==> src/rtl/fetch_pkg.sv <==
// Shared state encoding and constants for the instruction fetch sequencer.
package fetch_pkg;

    localparam int          INSTR_W          = 16;
    localparam logic [15:0] DEFAULT_RESET_PC = 16'h0000;

    typedef enum logic [2:0] {
        FETCH  = 3'd0,
        WAIT   = 3'd1,
        HOLD   = 3'd2,
        DRAIN  = 3'd3,
        HALTED = 3'd4
    } fetch_state_e;

endpackage

==> src/rtl/addsub_16bit.sv <==
// 16-bit adder/subtractor; subtraction is a + ~b + 1, results wrap modulo 2^16.
module addsub_16bit (
    input  logic [15:0] a,
    input  logic [15:0] b_in,
    input  logic        is_sub,
    output logic [15:0] result
);

    logic [15:0] b_eff;

    assign b_eff  = is_sub ? ~b_in : b_in;
    assign result = a + b_eff + {15'd0, is_sub};

endmodule

==> src/rtl/fetch_sequencer.sv <==
// Instruction fetch sequencer: owns the PC, keeps one request in flight to
// instruction memory, and applies redirect, halt-drain and IF/ID stall.
module fetch_sequencer
    import fetch_pkg::*;
#(
    parameter logic [15:0] RESET_PC     = DEFAULT_RESET_PC,
    parameter int unsigned DRAIN_CYCLES = 3
) (
    input  logic               clk,
    input  logic               rst,
    input  logic               stall_if,
    input  logic               redirect,
    input  logic [15:0]        redirect_pc,
    input  logic               hlt_id,
    output logic               imem_req,
    output logic [15:0]        imem_addr,
    input  logic               imem_ready,
    input  logic               imem_valid,
    input  logic [INSTR_W-1:0] imem_instr,
    output logic               if_valid,
    output logic [INSTR_W-1:0] if_instr,
    output logic [15:0]        if_pc,
    output logic [15:0]        if_pc_plus2,
    output logic               flush_ifid,
    output logic               halted
);

    localparam logic [2:0] DRAIN_INIT = 3'(DRAIN_CYCLES);

    fetch_state_e       state_q;
    logic [15:0]        pc_q;
    logic [15:0]        req_pc_q;
    logic [15:0]        req_pc_plus2_q;
    logic [INSTR_W-1:0] hold_q;
    logic               squash_q;
    logic [2:0]         cnt_q;

    logic [15:0] pc_inc_d;

    logic is_fetch;
    logic is_wait;
    logic is_hold;
    logic is_halted;
    logic redirect_eff;
    logic halt_eff;
    logic req_live;
    logic resp_usable;
    logic deliver_wait;
    logic deliver_hold;

    addsub_16bit u_pc_inc (
        .a      (pc_q),
        .b_in   (16'h0002),
        .is_sub (1'b0),
        .result (pc_inc_d)
    );

    assign is_fetch  = (state_q == FETCH);
    assign is_wait   = (state_q == WAIT);
    assign is_hold   = (state_q == HOLD);
    assign is_halted = (state_q == HALTED);

    // Redirect outranks halt; both are ignored once halted.
    assign redirect_eff = redirect && !is_halted;
    assign halt_eff     = hlt_id && !redirect && (is_fetch || is_wait || is_hold);

    // A halting cycle must not issue a new request: the PC is frozen from here.
    assign req_live = is_fetch && !halt_eff;

    assign resp_usable  = is_wait && imem_valid && !squash_q && !redirect && !hlt_id;
    assign deliver_wait = resp_usable && !stall_if;
    assign deliver_hold = is_hold && !stall_if && !redirect && !hlt_id;

    assign imem_req    = !rst && req_live;
    assign imem_addr   = rst ? 16'h0000 : pc_q;
    assign if_valid    = !rst && (deliver_wait || deliver_hold);
    assign if_instr    = rst ? '0 : (is_hold ? hold_q : imem_instr);
    assign if_pc       = rst ? 16'h0000 : req_pc_q;
    assign if_pc_plus2 = rst ? 16'h0000 : req_pc_plus2_q;
    assign flush_ifid  = !rst && (redirect_eff || halt_eff);
    assign halted      = !rst && is_halted;

    always_ff @(posedge clk) begin
        if (rst) begin
            state_q        <= FETCH;
            pc_q           <= RESET_PC;
            req_pc_q       <= 16'h0000;
            req_pc_plus2_q <= 16'h0000;
            hold_q         <= '0;
            squash_q       <= 1'b0;
            cnt_q          <= 3'd0;
        end else begin
            case (state_q)
                FETCH: begin
                    if (redirect) begin
                        pc_q <= redirect_pc;
                        // A request accepted in the redirect cycle is stale.
                        if (imem_ready) begin
                            state_q  <= WAIT;
                            squash_q <= 1'b1;
                        end
                    end else if (hlt_id) begin
                        cnt_q   <= DRAIN_INIT;
                        state_q <= DRAIN;
                    end else if (imem_ready) begin
                        req_pc_q       <= pc_q;
                        req_pc_plus2_q <= pc_inc_d;
                        pc_q           <= pc_inc_d;
                        state_q        <= WAIT;
                    end
                end

                WAIT: begin
                    if (redirect) begin
                        pc_q <= redirect_pc;
                        if (imem_valid) begin
                            squash_q <= 1'b0;
                            state_q  <= FETCH;
                        end else begin
                            squash_q <= 1'b1;
                        end
                    end else if (hlt_id) begin
                        // The in-flight response still arrives, but DRAIN ignores it.
                        squash_q <= 1'b0;
                        cnt_q    <= DRAIN_INIT;
                        state_q  <= DRAIN;
                    end else if (imem_valid) begin
                        if (squash_q) begin
                            squash_q <= 1'b0;
                            state_q  <= FETCH;
                        end else if (stall_if) begin
                            hold_q  <= imem_instr;
                            state_q <= HOLD;
                        end else begin
                            state_q <= FETCH;
                        end
                    end
                end

                HOLD: begin
                    if (redirect) begin
                        pc_q    <= redirect_pc;
                        state_q <= FETCH;
                    end else if (hlt_id) begin
                        cnt_q   <= DRAIN_INIT;
                        state_q <= DRAIN;
                    end else if (!stall_if) begin
                        state_q <= FETCH;
                    end
                end

                DRAIN: begin
                    if (redirect) begin
                        pc_q    <= redirect_pc;
                        cnt_q   <= 3'd0;
                        state_q <= FETCH;
                    end else if (cnt_q <= 3'd1) begin
                        cnt_q   <= 3'd0;
                        state_q <= HALTED;
                    end else begin
                        cnt_q <= cnt_q - 3'd1;
                    end
                end

                HALTED: begin
                    state_q <= HALTED;
                end

                default: begin
                    state_q <= FETCH;
                end
            endcase
        end
    end

endmodule
==> config.mk <==
export PLATFORM = sky130hd
export DESIGN_NAME = fetch_sequencer
export DESIGN_NICKNAME = d
export VERILOG_FILES = /design/src/rtl/fetch_pkg.sv /design/src/rtl/addsub_16bit.sv /design/src/rtl/fetch_sequencer.sv
export SDC_FILE = /design/constraint.sdc
export NUM_CORES = 1
export LEC_CHECK = 0
export CAP_MARGIN = 20
export CORE_ASPECT_RATIO = 0.5
export CORE_MARGIN = 2
export CORE_UTILIZATION = 30
export CTS_CLUSTER_DIAMETER = 50
export DETAILED_ROUTE_END_ITERATION = 8
export HOLD_SLACK_MARGIN = 0.08
export PLACE_DENSITY_LB_ADDON = 0.15
export SYNTH_ARGS = -nofsm -noshare
export SYNTH_HDL_FRONTEND = slang
export SYNTH_SLANG_ARGS = --single-unit
==> constraint.sdc <==
create_clock -name clk -period 2.03 [get_ports clk]
set_input_delay 0.203 -clock clk [delete_from_list [all_inputs] [get_ports clk]]
set_output_delay 0.203 -clock clk [all_outputs]
set_load 0.005 [all_outputs]
Word-level counts from Yosys, hierarchy flattened
Index checks and enable logic that the tools add are counted.

cells by class
  reduce and logical (&&, ||, !) cells = 39
  multiply operators = 0
  add/subtract/negate cells = 2
  order comparisons = 1
  multiplexer cells = 37
  equal/unequal tests = 16
  bitwise operators = 3
  shift operators = 0
  div/mod/pow operators = 0

operator list
  kind                                                            number
  2-to-1 mux 16 bit                                               9
  2-to-1 mux 3 bit                                                16
  case mux 16 bit (2 select lines)                                1
  adder 16 x 2 -> 16 bit, second input constant                   1
  logical AND 1 bit                                               16
  AND reduction 4 bit                                             4
  != test 3 bit, second input constant                            5
  case mux 3 bit (5 select lines)                                 1
  != test 4 bit, second input constant                            2
  zero test 1 bit                                                 7
  equality test 3 x 2 -> 1 bit, second input constant             2
  2-to-1 mux 1 bit                                                6
  != test 2 bit, second input constant                            3
  case mux 3 bit (2 select lines)                                 1
  AND reduction 6 bit                                             1
  nonzero test 2 bit                                              3
  OR reduction 3 bit                                              2
  logical OR 1 bit                                                4
  2-to-1 mux 2 bit                                                2
  != test 2 x 1 -> 1 bit, second input constant                   2
  equality test 3 x 1 -> 1 bit, second input constant             1
  equality test 3 bit, second input constant                      1
  less-or-equal comparator 3 x 1 -> 1 bit, second input constant  1
  zero test 3 bit                                                 1
  4 further kinds                                                 6

word-level totals
  logic and storage cells = 105
  memories kept = 0
  bits in writable memories = 0
  memory bits (read-only) = 0
  bits in latches = 0
  input port bits = 39
  register bits = 71

Longest topological paths before layout
Gate-level depths: netlist of run 1.

  depth in word-level cells = 8
  mapped depth = 8
  gate-level depth less buffers = 5

Hierarchy
From an unflattened synthesis of run 1, not the netlist that was laid out.

second synthesis, totals
  cell total of the unflattened synthesis = 582
  area, all modules = 4506.8 µm²

modules (own cells, without submodules)
  module           cells each  instances  area each (µm²)
  fetch_sequencer  462         1          3575.9
  addsub_16bit     120         1          930.9

Worst setup path after synthesis of run 1
No wires, ideal clock.

  kind = reg-to-reg
  start = register pc_q[1]
  end = register pc_q[13]
  slack = 0.260 ns
  arrival time = 1.678 ns
  path buffers = 0
  cell stages (with the launch flop) = 6
  cell sequence = dfxtp_1 -> ha_1 -> nand3_1 -> or4_4 -> o31a_1 -> o32ai_1

on the way
  longest elaborated chain between the ends = 5

ends and longest elaborated chain
  element                           RTL line                RTL
  from (decl)                       fetch_sequencer.sv:31   logic [15:0] pc_q;
  from (signal assigned)            fetch_sequencer.sv:96   pc_q <= redirect_pc;
  from (signal assigned)            fetch_sequencer.sv:108  pc_q <= pc_inc_d;
  from (signal assigned)            fetch_sequencer.sv:115  pc_q <= redirect_pc;
  adder 16 x 2 -> 16 bit            addsub_16bit.sv:12      assign result = a + b_eff + {15'd0, is_sub};
  2-to-1 mux 16 bit                 fetch_sequencer.sv:105  end else if (imem_ready) begin
  2-to-1 mux 16 bit                 fetch_sequencer.sv:102  end else if (hlt_id) begin
  2-to-1 mux 16 bit                 fetch_sequencer.sv:95   if (redirect) begin
  case mux 16 bit (2 select lines)  fetch_sequencer.sv:93   case (state_q)

No other way between the ends. The select of a mux whose other input is x is not followed.
A chain may end at the register's enable or synchronous reset.

Worst setup path after layout of run 1
  start = register state_q[1]
  end = output if_instr[4]

on the way
  longest elaborated chain between the ends = 3

ends and longest elaborated chain
  element                          RTL line                RTL
  from (decl)                      fetch_sequencer.sv:30   fetch_state_e state_q;
  from (signal assigned)           fetch_sequencer.sv:85   state_q <= FETCH;
  from (signal assigned)           fetch_sequencer.sv:99   state_q <= WAIT;
  from (signal assigned)           fetch_sequencer.sv:104  state_q <= DRAIN;
  equality test 3 x 2 -> 1 bit     fetch_sequencer.sv:60   assign is_hold = (state_q == HOLD);
  2-to-1 mux 16 bit (2 in series)  fetch_sequencer.sv:77   assign if_instr = rst ? '0 : (is_hold ? hold_q : imem_instr);
  to (decl)                        fetch_sequencer.sv:21   output logic [INSTR_W-1:0] if_instr,

No other way between the ends.

==> flow_metrics.env, run 1 <==
export IMPL_final_hold_violation_count=0
export IMPL_yosysTopAreaCellShare=0.367
export IMPL_drt_iter0_drc=176
export IMPL_io_pins=107
export IMPL_synth_edff_count=0
export IMPL_routedWlPerCell_um=14.2
export IMPL_p_int_mw=3.07
export IMPL_slew_headroom=0.647
export IMPL_globalplace_congestion=0.796
export IMPL_clk_insertion_delay_late_ns=0.33
export IMPL_cp_end_kind="primary output"
export IMPL_grtUsageMet2=0.247
export IMPL_die_x_um=163
export IMPL_cts_buffer_depth=2
export IMPL_rows=29
export IMPL_drc=0
export IMPL_rsz0062_at_grt="false"
export IMPL_hold_path_class="in2reg"
export IMPL_synthToLayoutAreaGrowth_pct=49.1
export IMPL_cts_hold_fix_buffers=0
export IMPL_start_kind="flop"
export IMPL_slowest_delay_ns=0.39
export IMPL_path_max_fanout=8
export IMPL_worst_ir_drop_vdd_v=0.000392
export IMPL_dieArea_um2=13700
export IMPL_syn_inst=495
export IMPL_skew_ns=0.00544
export IMPL_clock_fmax_mhz=527
export IMPL_grt_max_degree=40
export IMPL_ys_types=56
export IMPL_antenna_found_initial=0
export IMPL_p_leak_nw=2.20
export IMPL_outcome="finished, final reports clean"
export IMPL_finalPower_mw=4.12
export IMPL_cp_arrival_ns=1.69
export IMPL_core_area_um2=12500
export IMPL_synth_top_area_cell="dfxtp_1"
export IMPL_antenna_cells=0
export IMPL_synthTopCellsByArea="dfxtp_1 37%, nand2_1 7.4%, nor2b_1 7.2%"
export IMPL_setup_viol=0
export IMPL_synth_area_um2=3810
export IMPL_switching_share=0.255
export IMPL_layout_nets=657
export IMPL_cts_sinks=70
export IMPL_via_per_inst=4.82
export IMPL_grtUsageMet1=0.232
export IMPL_p_clk_frac=0.450
export IMPL_fin_crit_sh=0.934
export IMPL_gr_usage_all_layers=0.165
export IMPL_start_util=0.305
export IMPL_top_usage_layer="met2"
export IMPL_p_switching_mw=1.05
export IMPL_cts_root_buf="clkbuf_16"
export IMPL_cts_tree="done"
export IMPL_syn_nets=536
export IMPL_max_cap_violations=0
export IMPL_first_pass_iters=4
export IMPL_grt_pass1_wl_um=18100
export IMPL_fillCellCount=1266
export IMPL_die_h_um=83.7
export IMPL_min_period_ns=1.90
export IMPL_power_density_nw_per_um2=724
export IMPL_htreeDepth=3
export IMPL_crit_required_ns=1.83
export IMPL_dp_hpwl_um=7950
export IMPL_yosysSeqAreaShare=0.367
export IMPL_p_comb_frac=0.185
export IMPL_grt_pass1_vias=3616
export IMPL_grt_ovfl_total=0
export IMPL_p_seq_frac=0.365
export IMPL_postRouteAntennaNets=0
export IMPL_cpMaxStageDelayCell="dfxtp_4"
export IMPL_maxSlewViolCount=0
export IMPL_cts_clk_slew_worst_paths_ns=0.06
export IMPL_drive_gt1_frac=0.124
export IMPL_wl_um=11200
export IMPL_worstMarginPinSlew_ns=0.525
export IMPL_yosys_warnings=0
export IMPL_syn_area_per_cell_um2=7.70
export IMPL_hold_slack_ns=0.256
export IMPL_critPathKind="reg2out"
export IMPL_ys_ff_latch=70
export IMPL_cp_cell_sequence="nor3b_4, buf_6, buf_4, nand2_1, a21oi_1, dlygate4sd2_1"
export IMPL_vias=3811
export IMPL_cts_buffers=9
export IMPL_synthFlopType="dfxtp_1"
export IMPL_place_port_buffers=106
export IMPL_grt_met3_usage=0.0412
export IMPL_ys_async_sr_fraction=0
[per-stage QoR]
stage,instances,setup TNS [ns],utilization,worst slack (ns),instance area (um^2)
after floorplan,495,0,-,0.260,3810
after global placement,770,-0.00698,0.422,-0.00698,5290
after detailed placement,770,-0.0161,0.422,-0.0161,5290
after CTS,791,0,0.454,0.104,5690
after global routing,791,0,0.454,0.0106,5690
final,791,0,0.454,0.134,5690
[power groups by stage]
stage	logic (mW)	clock network, mW	registers, mW
finish	0.761	1.85	1.50
global placement	0.751	0	1.53
detailed placement	0.754	0	1.53
global route	0.840	1.94	1.51
CTS	0.767	1.89	1.50
floorplan	0.399	0	1.50
[worst max-delay path, delay by kind of cell (launching register included)]
kind / cells / cell delay [ns]
and+or+nand+nor: 2 / 0.29
AOI/OAI and AO/OA: 1 / 0.13
buffers and inverters: 3 / 0.55
DFF: 1 / 0.39
[layout by cell type (no fill, tap or decap), drive strengths merged, types with 9 or more instances in the layout]
cell type | netlist | layout
nand3 | 9 | 9
inv | 9 | 9
nor2b | 44 | 44
nor2 | 47 | 47
clkdlybuf4s50 | 0 | 85
buf | 15 | 45
nand2 | 75 | 75
nor3 | 13 | 13
a211oi | 16 | 16
o21ai | 19 | 19
xnor2 | 12 | 12
mux2i | 18 | 18
dfxtp | 70 | 70
clkbuf | 25 | 11
dlygate4sd2 | 0 | 20
a21oi | 49 | 49
[cells by family after synthesis]
| kind of cell | synth area share |
|---|---|
| compound gates | 0.197 |
| simple gates | 0.296 |
| buf+inv | 0.0528 |
| xor+xnor | 0.0299 |
| mux | 0.0502 |
| flops | 0.367 |
| fa+ha+maj | 0.00656 |
[path summary, 6_finish.rpt]
| kind | from | endpoint | slack, ns | cells after the start |
|---|---|---|---|---|
| max | state_q[1]$_SDFFE_PP0P_ | if_instr[4] | 0.13 | 6 |
| min | rst | pc_q[0]$_SDFFE_PP0P_ | 0.26 | 2 |
| max reg2reg | pc_q[1]$_SDFFE_PP0P_ | pc_q[13]$_SDFFE_PP0P_ | 0.18 | 5 |
| min reg2reg | req_pc_q[12]$_SDFFE_PP0P_ | req_pc_q[12]$_SDFFE_PP0P_ | 0.45 | 2 |
[registers in the layout, summed over array words and instances, names as in the netlist]
register	flops
req_pc_q	16
req_pc_plus2_q	15
pc_q	16
hold_q	16
state_q	3
squash_q	1
cnt_q	3
[synth_stat cells (4+ instances only)]
| cell | count |
|---|---|
| nor2_1 | 46 |
| o21ai_0 | 18 |
| or3_1 | 5 |
| nand2_1 | 75 |
| nand3_1 | 8 |
| dfxtp_1 | 70 |
| clkbuf_1 | 25 |
| xnor2_1 | 12 |
| o2bb2ai_1 | 6 |
| a22oi_1 | 5 |
| a21boi_0 | 4 |
| buf_2 | 11 |
| nor3_1 | 13 |
| inv_1 | 9 |
| a21oi_1 | 48 |
| a21o_1 | 4 |
| nor2b_1 | 44 |
| mux2i_1 | 18 |
| a211oi_1 | 16 |
[cell type report]
class | instances | area (um^2) | share of cell area
tap | 170 | 213 | 0.0374
sequential | 70 | 1410 | 0.248
inverter | 9 | 33.8 | 0.00594
timing repair buffer | 150 | 1450 | 0.256
clock inverter | 5 | 106 | 0.0187
multi-input combinational | 376 | 2230 | 0.392
clock buffer | 11 | 243 | 0.0427
[repair_timing]
action / 4_1_cts / 5_1_grt
gates resized for setup: 33 / 0
endpoints found under the setup margin: 20 / 0
setup buffers: 4 / 0
[layer usage]
layer / wire length (um) / vias up
met3: 591 / 12
met5: 0 / -
met4: 110 / 0
li1: - / 1968
met2: 4910 / 87
met1: 5610 / 1744
No activity file was read; power rests on OpenSTA's default activity.
==> inputs of run 2 (changes only) <==
--- a/config.mk
+++ b/config.mk
@@ -13,6 +13,7 @@
 export DETAILED_ROUTE_END_ITERATION = 8
 export HOLD_SLACK_MARGIN = 0.08
 export PLACE_DENSITY_LB_ADDON = 0.15
+export REMOVE_ABC_BUFFERS = 1
 export SYNTH_ARGS = -nofsm -noshare
 export SYNTH_HDL_FRONTEND = slang
 export SYNTH_SLANG_ARGS = --single-unit
==> run 2 against run 1 <==
- via count rose by 0.52%
- sequential share of layout area decreased by 0.082 points
- first-iteration DRC count up 4.0%
- critical endpoint is now if_instr[10]
- largest power group is now registers
==> flow_metrics.env, run 2 (synthesis results as in run 1) <==
export IMPL_cp_arrival_ns=1.75
export IMPL_layout_nets=662
export IMPL_die_x_um=163
export IMPL_path_buf_inv=4
export IMPL_worst_ir_drop_vdd_v=0.000343
export IMPL_antenna_found_initial=0
export IMPL_postLayoutCellArea_um2=5700
export IMPL_grt_pass1_vias=3533
export IMPL_finalPower_mw=3.73
export IMPL_power_density_nw_per_um2=654
export IMPL_rsz0062_at_grt="false"
export IMPL_postRouteAntennaNets=0
export IMPL_dp_cells=769
export IMPL_place_port_buffers=106
export IMPL_routedWlPerCell_um=14.4
export IMPL_clk_insertion_delay_late_ns=0.34
export IMPL_slew_headroom=0.642
export IMPL_cts_root_buf="clkbuf_16"
export IMPL_placed_cell_area_um2=5320
export IMPL_path_max_fanout=10
export IMPL_p_leak_nw=2.27
export IMPL_synthToLayoutAreaGrowth_pct=49.4
export IMPL_hold_slack_ns=0.195
export IMPL_final_cell_mix="85 x clkdlybuf4s50_1, 74 x nand2_1, 67 x dfxtp_1"
export IMPL_dieArea_um2=13700
export IMPL_min_period_ns=1.95
export IMPL_grt_max_degree=51
export IMPL_cts_clk_slew_worst_paths_ns=0.06
export IMPL_setup_viol=0
export IMPL_final_hold_violation_count=0
export IMPL_critPathKind="reg2out"
export IMPL_max_cap_violations=0
export IMPL_cp_cell_sequence="nor3b_4, buf_4, clkbuf_16, buf_4, nand2_1, a21oi_1, dlygate4sd2_1"
export IMPL_largest_registers="hold_q x16, pc_q x16, req_pc_q x16"
export IMPL_start_util=0.305
export IMPL_drive_gt1_frac=0.131
export IMPL_maxSlewViolCount=0
export IMPL_die_h_um=83.7
export IMPL_crit_required_ns=1.83
export IMPL_htreeDepth=3
export IMPL_clock_fmax_mhz=512
export IMPL_skew_ns=0.0116
export IMPL_grt_pass1_wl_um=18000
export IMPL_dp_hpwl_um=7800
export IMPL_wl_um=11400
export IMPL_r2r_slack_ns=0.23
export IMPL_cts_buffers=9
export IMPL_slowest_delay_ns=0.39
export IMPL_start_kind="flop"
export IMPL_worstMarginPinSlew_ns=0.532
export IMPL_via_per_inst=4.82
export IMPL_first_pass_iters=5
export IMPL_gr_usage_all_layers=0.164
export IMPL_final_cells=795
export IMPL_cts_buffer_depth=2
export IMPL_cp_end_kind="primary output"
export IMPL_multi_input_area_um2=2220
export IMPL_io_pins=107
export IMPL_fin_crit_sh=0.962
export IMPL_cpMaxStageDelayCell="dfxtp_4"
export IMPL_drt_iter0_drc=183
export IMPL_hold_path_class="in2reg"
export IMPL_vias=3831
export IMPL_cts_sinks=70
export IMPL_critPathTopFamily="buffers and inverters"
export IMPL_rows=29
export IMPL_core_area_um2=12500
export IMPL_final_common_cell="clkdlybuf4s50_1"
export IMPL_grt_ovfl_total=0
export IMPL_cts_hold_fix_buffers=0
export IMPL_globalplace_congestion=0.776
export IMPL_antenna_cells=0
export IMPL_drc=0
export IMPL_seq_area_um2=1410
export IMPL_cp_common_cell="buf_4"
export IMPL_cts_tree="done"
export IMPL_outcome="finished, final reports clean"
export IMPL_fillCellCount=1263
==> run 2: cell types whose count changed in the layout (fill, tap and decap cells not counted), sizes merged <==
cell	change
bufinv	-3
dlymetal6s2s	+7
clkinv	+4
buf	+4
clkdlybuf4s15	+2
dlygate4sd2	-10
==> run 2: per-layer routing <==
| layer | global-route usage | share of wire | vias to the layer above |
|---|---|---|---|
| met2 | 0.260 | 0.44 | 87 |
| met1 | 0.225 | 0.50 | 1771 |
| met5 | 0 | 0 | - |
| met3 | 0.0417 | 0.049 | 7 |
| met4 | 0.0359 | 0.0070 | 0 |
| li1 | - | - | 1966 |
==> run 2: worst paths after layout <==
check                                                    start                              to  cells past startpoint
worst min-delay path                                       rst         hold_q[10]$_SDFFE_PP0P_                      2
worst max-delay path                   state_q[0]$_SDFFE_PP0P_                    if_instr[10]                      7
worst max register to register         state_q[0]$_SDFFE_PP0P_            pc_q[1]$_SDFFE_PP0P_                      4
worst min register to register  req_pc_plus2_q[2]$_SDFFE_PP0P_  req_pc_plus2_q[2]$_SDFFE_PP0P_                      2
==> run 2: final cells by class <==
cell class / instances / area share
clock inverters: 6 / 0.00703
clock buffers: 9 / 0.0395
well taps: 170 / 0.0373
flip-flops and latches: 70 / 0.247
inverters: 9 / 0.00593
repair buffers: 155 / 0.274
multi-input cells: 376 / 0.389
==> run 2: worst reg2reg max path, cell delays in order (launching register included) <==
cell and delay, ns:
dfxtp_4 0.39, or4b_4 0.59, a21o_1 0.27, or3_1 0.32, a31oi_1 0.16
==> run 2: stage by stage <==
| stage | setup TNS [ns] | util | worst slack [ns] |
|---|---|---|---|
| floorplan | 0 | - | 0.00448 |
| global placement | -0.104 | 0.425 | -0.0828 |
| detailed placement | -0.177 | 0.425 | -0.0876 |
| CTS | 0 | 0.449 | 0.00417 |
| global route | 0 | 0.455 | 0.00348 |
| finish | 0 | 0.455 | 0.0766 |
==> run 2: what timing repair did <==
item	4_1_cts	5_1_grt
cloned	0	1
pin swaps	0	1
setup buffers	5	5
gates resized for setup	20	11
endpoints found under the setup margin	19	8
==> run 2: where the power goes <==
| group | internal [mW] | switching (mW) | total (mW) |
|---|---|---|---|
| sequential | 1.44 | 0.0599 | 1.50 |
| combinational | 0.417 | 0.373 | 0.789 |
| clock | 0.817 | 0.623 | 1.44 |
| total | 2.67 | 1.06 | 3.73 |
